==> config.mk <==
export PLATFORM = sky130hd
export DESIGN_NAME = weight_sram_arbiter
export DESIGN_NICKNAME = d
export VERILOG_FILES = /design/src/rtl/weight_arb_pkg.sv /design/src/rtl/weight_sram_arbiter_rr_pick.sv /design/src/rtl/weight_sram_arbiter.sv
export SDC_FILE = /design/constraint.sdc
export NUM_CORES = 1
export LEC_CHECK = 0
export BUFFER_PORTS_ARGS = -buffer_cell sky130_fd_sc_hd__buf_2
export CORE_UTILIZATION = 46
export DETAILED_ROUTE_END_ITERATION = 7
export PLACE_DENSITY = 0.81
export SLEW_MARGIN = 30
export SYNTH_ARGS = -nofsm -noshare
export SYNTH_HDL_FRONTEND = slang
export SYNTH_SLANG_ARGS = --single-unit
==> constraint.sdc <==
create_clock -name clk -period 3.72 [get_ports clk]
set_input_delay 0.186 -clock clk [delete_from_list [all_inputs] [get_ports clk]]
set_output_delay 0.186 -clock clk [all_outputs]
set_load 0.005 [all_outputs]
==> src/rtl/weight_arb_pkg.sv <==
// Shared types and constants for the weight SRAM arbiter.
// Addressing, data width and master index assignments for the EPU weight store.
package weight_arb_pkg;

   typedef enum logic {
      ARB   = 1'b0,
      OWNED = 1'b1
   } arb_state_e;

   localparam int WSRAM_ADDR_W    = 17;
   localparam int WSRAM_DATA_W    = 18;
   localparam int WSRAM_POP_WORDS = 32768;

   localparam int M_DMA = 0;
   localparam int M_PE  = 1;
   localparam int M_DBG = 2;

endpackage

==> src/rtl/weight_sram_arbiter_rr_pick.sv <==
// Rotating-priority picker: first set bit of valid at or above ptr, with wrap.
// Purely combinational; one-hot grant plus its binary index, all-zero when nothing is valid.
module rr_pick #(
   parameter int N     = 3,
   parameter int IDX_W = 2
) (
   input  logic [N-1:0]     valid,
   input  logic [IDX_W-1:0] ptr,
   output logic [N-1:0]     grant,
   output logic [IDX_W-1:0] idx
);

   logic found;
   int   slot;

   always_comb begin
      grant = '0;
      idx   = '0;
      found = 1'b0;
      slot  = 0;
      for (int k = 0; k < N; k++) begin
         slot = (int'(ptr) + k) % N;
         if (!found && valid[slot]) begin
            found       = 1'b1;
            grant[slot] = 1'b1;
            idx         = IDX_W'(slot);
         end
      end
   end

endmodule

==> src/rtl/weight_sram_arbiter.sv <==
// Round-robin arbiter sharing the single-port weight SRAM, with burst lock, burst cap and idle timeout.
// Grant is same-cycle combinational; reads return exactly one cycle after acceptance.
// Backpressure: only the granted master sees req_ready; all others stall until their turn.
module weight_sram_arbiter
   import weight_arb_pkg::*;
#(
   parameter int NUM_REQ   = 3,
   parameter int ADDR_W    = WSRAM_ADDR_W,
   parameter int DATA_W    = WSRAM_DATA_W,
   parameter int POP_WORDS = WSRAM_POP_WORDS,
   parameter int MAX_BURST = 16,
   parameter int LOCK_TO   = 8
) (
   input  logic                        clk,
   input  logic                        rst_n,
   input  logic [NUM_REQ-1:0]          req_valid,
   output logic [NUM_REQ-1:0]          req_ready,
   input  logic [NUM_REQ-1:0]          req_write,
   input  logic [NUM_REQ-1:0]          req_lock,
   input  logic [NUM_REQ*ADDR_W-1:0]   req_addr,
   input  logic [NUM_REQ*DATA_W-1:0]   req_wdata,
   output logic [NUM_REQ-1:0]          rsp_valid,
   output logic                        rsp_err,
   output logic [DATA_W-1:0]           rsp_rdata,
   output logic                        sram_cs,
   output logic                        sram_oe,
   output logic                        sram_web,
   output logic [ADDR_W-1:0]           sram_addr,
   output logic [DATA_W-1:0]           sram_wdata,
   input  logic [DATA_W-1:0]           sram_rdata
);

   localparam int IDX_W   = $clog2(NUM_REQ);
   localparam int CNT_MAX = (MAX_BURST > LOCK_TO) ? MAX_BURST : LOCK_TO;
   localparam int CNT_W   = $clog2(CNT_MAX + 1);
   localparam logic [ADDR_W:0] POP_LIM = (ADDR_W + 1)'(POP_WORDS);

   function automatic logic [IDX_W-1:0] next_idx(input logic [IDX_W-1:0] i);
      return (int'(i) == NUM_REQ - 1) ? '0 : i + 1'b1;
   endfunction

   function automatic logic [CNT_W-1:0] sat_inc(input logic [CNT_W-1:0] c);
      return (c == '1) ? c : c + 1'b1;
   endfunction

   arb_state_e          state_q, state_d;
   logic [IDX_W-1:0]    owner_q, owner_d, rr_ptr_q, rr_ptr_d;
   logic [CNT_W-1:0]    burst_q, burst_d, idle_q, idle_d;
   logic [NUM_REQ-1:0]  pick_grant, grant;
   logic [IDX_W-1:0]    pick_idx, g;
   logic                beat, write_g, lock_g, in_range, release_lock;
   logic [ADDR_W-1:0]   addr_g, addr_q;
   logic [DATA_W-1:0]   wdata_g, wdata_q;
   logic                rd_pend_q, rd_oor_q;
   logic [IDX_W-1:0]    rd_src_q;

   rr_pick #(.N(NUM_REQ), .IDX_W(IDX_W)) u_pick (
      .valid (req_valid),
      .ptr   (rr_ptr_q),
      .grant (pick_grant),
      .idx   (pick_idx)
   );

   // Ready is masked during reset so no master sees a grant while rst_n is low.
   always_comb begin
      grant = '0;
      g     = pick_idx;
      if (state_q == ARB) begin
         grant = pick_grant;
      end else begin
         g              = owner_q;
         grant[owner_q] = req_valid[owner_q];
      end
      if (!rst_n) grant = '0;
   end

   assign req_ready = grant;
   assign beat      = |grant;
   assign addr_g    = req_addr[g*ADDR_W +: ADDR_W];
   assign wdata_g   = req_wdata[g*DATA_W +: DATA_W];
   assign write_g   = req_write[g];
   assign lock_g    = req_lock[g];
   assign in_range  = {1'b0, addr_g} < POP_LIM;

   assign sram_cs    = beat & in_range;
   assign sram_web   = ~(beat & in_range & write_g);
   assign sram_addr  = beat ? addr_g : addr_q;
   assign sram_wdata = beat ? wdata_g : wdata_q;

   assign sram_oe   = rd_pend_q & ~rd_oor_q;
   assign rsp_err   = rd_pend_q & rd_oor_q;
   assign rsp_rdata = sram_oe ? sram_rdata : '0;

   always_comb begin
      rsp_valid = '0;
      if (rd_pend_q) rsp_valid[rd_src_q] = 1'b1;
   end

   always_comb begin
      state_d      = state_q;
      owner_d      = owner_q;
      burst_d      = burst_q;
      idle_d       = idle_q;
      rr_ptr_d     = rr_ptr_q;
      release_lock = 1'b0;
      unique case (state_q)
         ARB: begin
            if (beat) begin
               rr_ptr_d = next_idx(g);
               if (lock_g && MAX_BURST > 1) begin
                  state_d = OWNED;
                  owner_d = g;
                  burst_d = CNT_W'(1);
                  idle_d  = '0;
               end
            end
         end
         OWNED: begin
            // In OWNED a beat can only come from the owner.
            if (beat) begin
               burst_d      = sat_inc(burst_q);
               idle_d       = '0;
               release_lock = !lock_g || (burst_q >= CNT_W'(MAX_BURST - 1));
            end else begin
               idle_d       = sat_inc(idle_q);
               release_lock = idle_q >= CNT_W'(LOCK_TO - 1);
            end
            if (release_lock) begin
               state_d  = ARB;
               rr_ptr_d = next_idx(owner_q);
            end
         end
         default: state_d = ARB;
      endcase
   end

   always_ff @(posedge clk or negedge rst_n) begin
      if (!rst_n) begin
         state_q   <= ARB;
         owner_q   <= '0;
         rr_ptr_q  <= '0;
         burst_q   <= '0;
         idle_q    <= '0;
         addr_q    <= '0;
         wdata_q   <= '0;
         rd_pend_q <= 1'b0;
         rd_src_q  <= '0;
         rd_oor_q  <= 1'b0;
      end else begin
         state_q   <= state_d;
         owner_q   <= owner_d;
         rr_ptr_q  <= rr_ptr_d;
         burst_q   <= burst_d;
         idle_q    <= idle_d;
         rd_pend_q <= beat & ~write_g;
         rd_src_q  <= g;
         rd_oor_q  <= ~in_range;
         if (beat) begin
            addr_q  <= addr_g;
            wdata_q <= wdata_g;
         end
      end
   end

endmodule

# Yosys cells after proc, flatten, opt, wreduce, memory -nomap -nowiden
# Index checks and enable logic that the tools add are counted.
# word_totals
word_cells	137
regBits	54
in_bits	134
out_inout_bits	63
# op_classes
n_shift	2
n_div	3
mul	2
bitwise_logic	13
n_mux	61
reduce_logical	16
n_lt_le_gt_ge	14
n_addsub	6
eq_ne	10
# ops
operator	n
$ge 32x1->1 const B	3
$lt 32x4->1 const B	3
$mod 32x3->32 const B	2
$shiftx 54x8->18	1
$shiftx 51x8->17	1
$mux 5	8
$mux 18	2
$mod 3x3->32 const B	1
$mux 1	21
$pmux 5 s2	2
$mux 3	6
$lt 17x16->1 const B	1
$mux 17	1
$mux 2	8
$bmux 1 s2	6
$add 5x1->5 const B	2
$demux 1 s2	5
$eq 5x5->1 const B	2
$lt 2x3->1 const B	3
$logic_and 1x1->1	7
$mul 2x5->7 const B	1
$mul 2x4->6 const B	1
$ne 2x2->1 const B	3
$or 3x3->3	2
other kinds (20)	35

# Depth between registers and ports, before layout
# depth
word_depth	20
depth_mapped	13
mapped_depth_nobuf	9

# Cells and area by module
# A second synthesis with hierarchy kept.
# hier_totals
hier_cells	474
hier_area_um2	3584.7
# by_module_without_submodules
mod	cells_per_inst	instances	area_per_inst_um2	seq_area_each_um2
weight_sram_arbiter	422	1	3251.9	1351.3
rr_pick	52	1	332.8	0.0

# Least setup slack after synthesis
# Ideal clock, no wire load.
# synth_path
kind	register to output
from	register rr_ptr_q[0]
to	output port sram_addr[15]
stages_incl_launch_ff	13
slack_ps	934
required_ps	3534
arrival_time_ps	2600
path_buffers	4
cell_sequence	dfrtp_1 > inv_1 > ha_1 > buf_2 > and4bb_4 > o2111ai_2 > nand3_1 > a211o_1 > or3_1 > buf_2 > buf_6 > buf_6 > o21a_1
# synth_via
elab_chain_len	15
# synth_lines
item	line	source
start, declared	weight_sram_arbiter.sv:47	logic [IDX_W-1:0] owner_q, owner_d, rr_ptr_q, rr_ptr_d;
start signal, assigned	weight_sram_arbiter.sv:152	rr_ptr_q <= rr_ptr_d;
parallel branches: the longest is 10 deep, another holds $mod 32x3->32	-	
$mux 3 (*)	weight_sram_arbiter_rr_pick.sv:23	if (!found && valid[slot]) begin
$mux 3 (*)	weight_sram_arbiter.sv:68	if (state_q == ARB) begin
$mux 3 (*)	weight_sram_arbiter.sv:74	if (!rst_n) grant = '0;
named net req_ready[0]	weight_sram_arbiter.sv:17	output logic [NUM_REQ-1:0] req_ready,
$reduce_or 3->1 (*)	weight_sram_arbiter.sv:78	assign beat = |grant;
$mux 17 (*)	-	
end, declared	weight_sram_arbiter.sv:28	output logic [ADDR_W-1:0] sram_addr,
# Mark *: on every way through the listed nets, which the timed path passes. The select of a mux whose other input is x is not followed.

# Final worst setup path
# layout_path
from	register rr_ptr_q[1]
to	output port sram_addr[5]
# layout_via
elab_chain_len	15
# layout_lines
item
parallel branches: the longest is 14 deep, another holds $mod 32x3->32
$mux 17 (*)
# Every way passes the cells marked *. The select of a mux whose other input is x is not followed.

==> run summary <==
### Status
- run status: complete, no violations

### Setup path
- reg-to-reg critical path endpoint: burst_q[2]
- source of the critical timing path: rr_ptr_q[1]
- buffers and inverters on the worst path: 3
- cell occurring most often along the worst timing path: sky130_fd_sc_hd__a21oi_1
- Setup Crit Path Kind: flop to output pin
- data arrival time of the critical path: 3.30 ns
- kind of cell adding the most delay to the critical path: compound AO/OA/AOI/OAI gates
- cell breakdown of the critical path: inv_1, ha_1, nand2b_2, a21oi_1, o211a_1, a211o_1, or3_4, buf_12, a21oi_1, buf_2
- delay of the slowest critical-path stage: 0.53 ns
- logic depth of the worst path, buffers included: 10
- Crit Reg-Reg Startpoint: rr_ptr_q[0]
- worst setup path endpoint: sram_addr[5]
- sort of element at the start of the critical path: flop
- R2R cell count: 9
- maximum fanout along the worst path: 29
- type of element capturing the critical path: output pin
- worst path required time: 3.53 ns
- Max stage delay cell, worst path: sky130_fd_sc_hd__or3_4
- register-to-register path setup slack: 0.49 ns

### Routing
- post-detailed-route wirelength per cell: 15.23 um
- DRC viols: 0
- Starting DRT DRC Count: 220
- number of search-and-repair iterations in the first detailed-routing pass: 6
- DRT Wirelength: 11.24 mm
- final antenna-violating net count: 0
- post-DR vias/cell: 5.512
- via count: 4068

### CTS
- H-tree levels: 2
- insertion delay to the later sink of the worst-skew pair: 0.31 ns
- master cell of the clock root buffer: sky130_fd_sc_hd__clkbuf_8
- clock sink total: 54
- number of buffers inserted to repair setup after CTS: 0
- clock tree from TritonCTS: built
- Max Root-Sink Buffers: 2
- clock slew at the register clock pins of the worst setup and hold paths: 0.09 ns
- number of buffers inserted during clock tree synthesis: 5

### Timing
- RSZ-0062 raised after global routing: false
- post-route setup slack: 0.2310 ns
- count of pins over their slew limit: 0
- worst clock skew: 0.003880 ns
- f_max: 286.6 MHz
- Max-slew headroom: 0.4274
- Setup TNS: 0 ns
- min Tclk post-route: 3.489 ns
- Setup-failing EPs final: 0
- final cycle utilization of the critical path: 0.9379
- Slew @ Worst Pin: 0.8511 ns
- Hold Fails Final Rpt: 0

### Synthesis
- number of distinct standard cells referenced by the synthesized netlist: 60
- cell with the most instances after synthesis: sky130_fd_sc_hd__a21oi_1
- ys async rst share: 1.000
- synthesized net count: 593
- most numerous cell types in the synthesized netlist: sky130_fd_sc_hd__a21oi_1, sky130_fd_sc_hd__nor2_1, sky130_fd_sc_hd__dfrtp_1
- count of flip-flops with a built-in enable after synthesis: 0
- Syn. warnings: 0
- Post-Synthesis Cells: 450
- top_reg_cell synth: sky130_fd_sc_hd__dfrtp_1
- biggest area contributors in the synthesized netlist: sky130_fd_sc_hd__dfrtp_1, sky130_fd_sc_hd__a21oi_1, sky130_fd_sc_hd__mux2i_1
- count of state elements after synthesis: 54
- post-synthesis instance area: 3750 sq um
- biggest area consumer among synthesized cells: sky130_fd_sc_hd__dfrtp_1
- synthesized area per cell: 8.333 sq um
- sequential area share after synthesis: 0.3604
- share of Yosys cell area claimed by the top area cell type: 0.3604

### Floorplan
- number of I/O pins: 197
- DIE WIDTH: 92.29 um
- area of the core: 7807 sq um
- effective utilization at floorplan: 0.4803
- DIE AREA: 8517 sq um
- vertical extent of the die: 92.29 um
- row cnt: 32

### Power and ir drop
- power density relative to cell area: 887.0 nW/um^2
- final total power: 4.369 mW
- largest vdd supply drop: 0.0004767 V
- leakage power summed over all cells: 2.433 nW

### Place
- Placed Cells incl. Taps: 729
- dpl hpwl: 8.755 mm
- count of port buffers added during placement: 196
- Place WS: 0.2336 ns
- placer's final routability congestion estimate: 0.9423

### Global route
- vias in the first global route: 3859
- wire length of the first global-routing pass: 17.71 mm
- largest net degree at the start of global routing: 33
- initial antenna violation count: 0
- gr usage total: 0.2617
- total global routing overflow: 0

### Min path
- Hold/Removal Path Class: primary input to flop
- Worst Hold Launch: req_addr[29]

### Layout
- post-route insts no fill: 738
- total number of nets in the final design: 779
- final antenna diode count: 0
- number of inserted filler cells in the final layout: 673
- Layout area overhead: 31.36%
- share of post-route cells with drive strength above 1: 0.3632

### Job
- # Max-Cap Violations: 0

## per-stage QoR
stage	util	hold WS (ns)	instance area, sq um
6_report	0.6309	0.1953	4926
5_1_grt	0.6309	0.2091	4926
4_1_cts	0.6288	0.1890	4910
3_5_place_dp	0.6168	0.2456	4816
3_3_place_gp	0.6168	0.2371	4816
2_1_floorplan	-	-0.1096	3750
## cell usage in the layout (no fill, tap or decap), types with 9 or more instances in the layout
cell and count:
sky130_fd_sc_hd__o21ai_0 10, sky130_fd_sc_hd__a21oi_1 83, sky130_fd_sc_hd__inv_1 9, sky130_fd_sc_hd__buf_4 11, sky130_fd_sc_hd__mux2i_1 38, sky130_fd_sc_hd__buf_2 196, sky130_fd_sc_hd__and2_1 23, sky130_fd_sc_hd__nor2_1 80
sky130_fd_sc_hd__dfrtp_1 54, sky130_fd_sc_hd__nand2_1 18
## worst register-to-register path, cell delays in order, from the launching register on
cell and delay [ns]:
sky130_fd_sc_hd__dfrtp_1 0.43, sky130_fd_sc_hd__inv_1 0.10, sky130_fd_sc_hd__ha_2 0.45, sky130_fd_sc_hd__nor2b_1 0.26, sky130_fd_sc_hd__o31ai_1 0.16, sky130_fd_sc_hd__o31ai_4 0.26
sky130_fd_sc_hd__buf_4 0.30, sky130_fd_sc_hd__mux2i_1 0.54, sky130_fd_sc_hd__o21ai_1 0.24, sky130_fd_sc_hd__a221o_1 0.39
## power breakdown
group          leakage, nW  switching [mW]  internal (mW)
sequential           0.631           0.148          0.878
clock               0.0373           0.186          0.130
combinational         1.76            1.76           1.27
## per-layer routing
metal / track usage / vias up / wire (um)
li1: - / 1975 / -
met1: 0.3223 / 1879 / 4571
met2: 0.4608 / 189 / 5686
met3: 0.04395 / 25 / 688
met4: 0.08984 / 0 / 292
met5: 0 / - / 0
## timing repair
action                                 CTS  global route
endpoints found under the hold margin   54             0
pin swaps                                0             1
hold buffers                             1             0
gates cloned                             0             1
gates resized for setup                  1             2
setup endpoints to repair               25            26
## how the worst min path moves through the flow
stage / cells after the start / end / slack [ns]
finish: 3 / addr_q[12] / 0.20
global route: 3 / addr_q[10] / 0.21
CTS: 3 / addr_q[12] / 0.19
detailed placement: 2 / burst_q[0] / 0.25
global placement: 2 / rr_ptr_q[0] / 0.24
floorplan: 0 / addr_q[0] / -0.11
## registers in the layout (all words and copies together), names as in the netlist
name / cells
rd_pend_q: 1
rd_src_q: 2
idle_q: 5
wdata_q: 18
rr_ptr_q: 2
burst_q: 5
state_q: 1
rd_oor_q: 1
owner_q: 2
addr_q: 17
## area by class of cell
cell class	instances	area, sq um	area share
inverters	9	33.78	0.006858
well taps	102	127.6	0.02591
flip-flops and latches	54	1351	0.2743
repair buffers	210	1114	0.2261
multi-input cells	356	2220	0.4506
clock inverters	1	7.507	0.001524
clock buffers	6	72.57	0.01473
## cell families after synthesis
| kind of cell | Yosys count | synth area share |
|---|---|---|
| buf+inv | 41 | 0.05772 |
| compound gates | 137 | 0.2206 |
| mux | 39 | 0.1044 |
| simple gates | 170 | 0.2269 |
| fa+ha+maj | 9 | 0.03003 |
| flops | 54 | 0.3604 |
(Power assumes the default switching activity.)
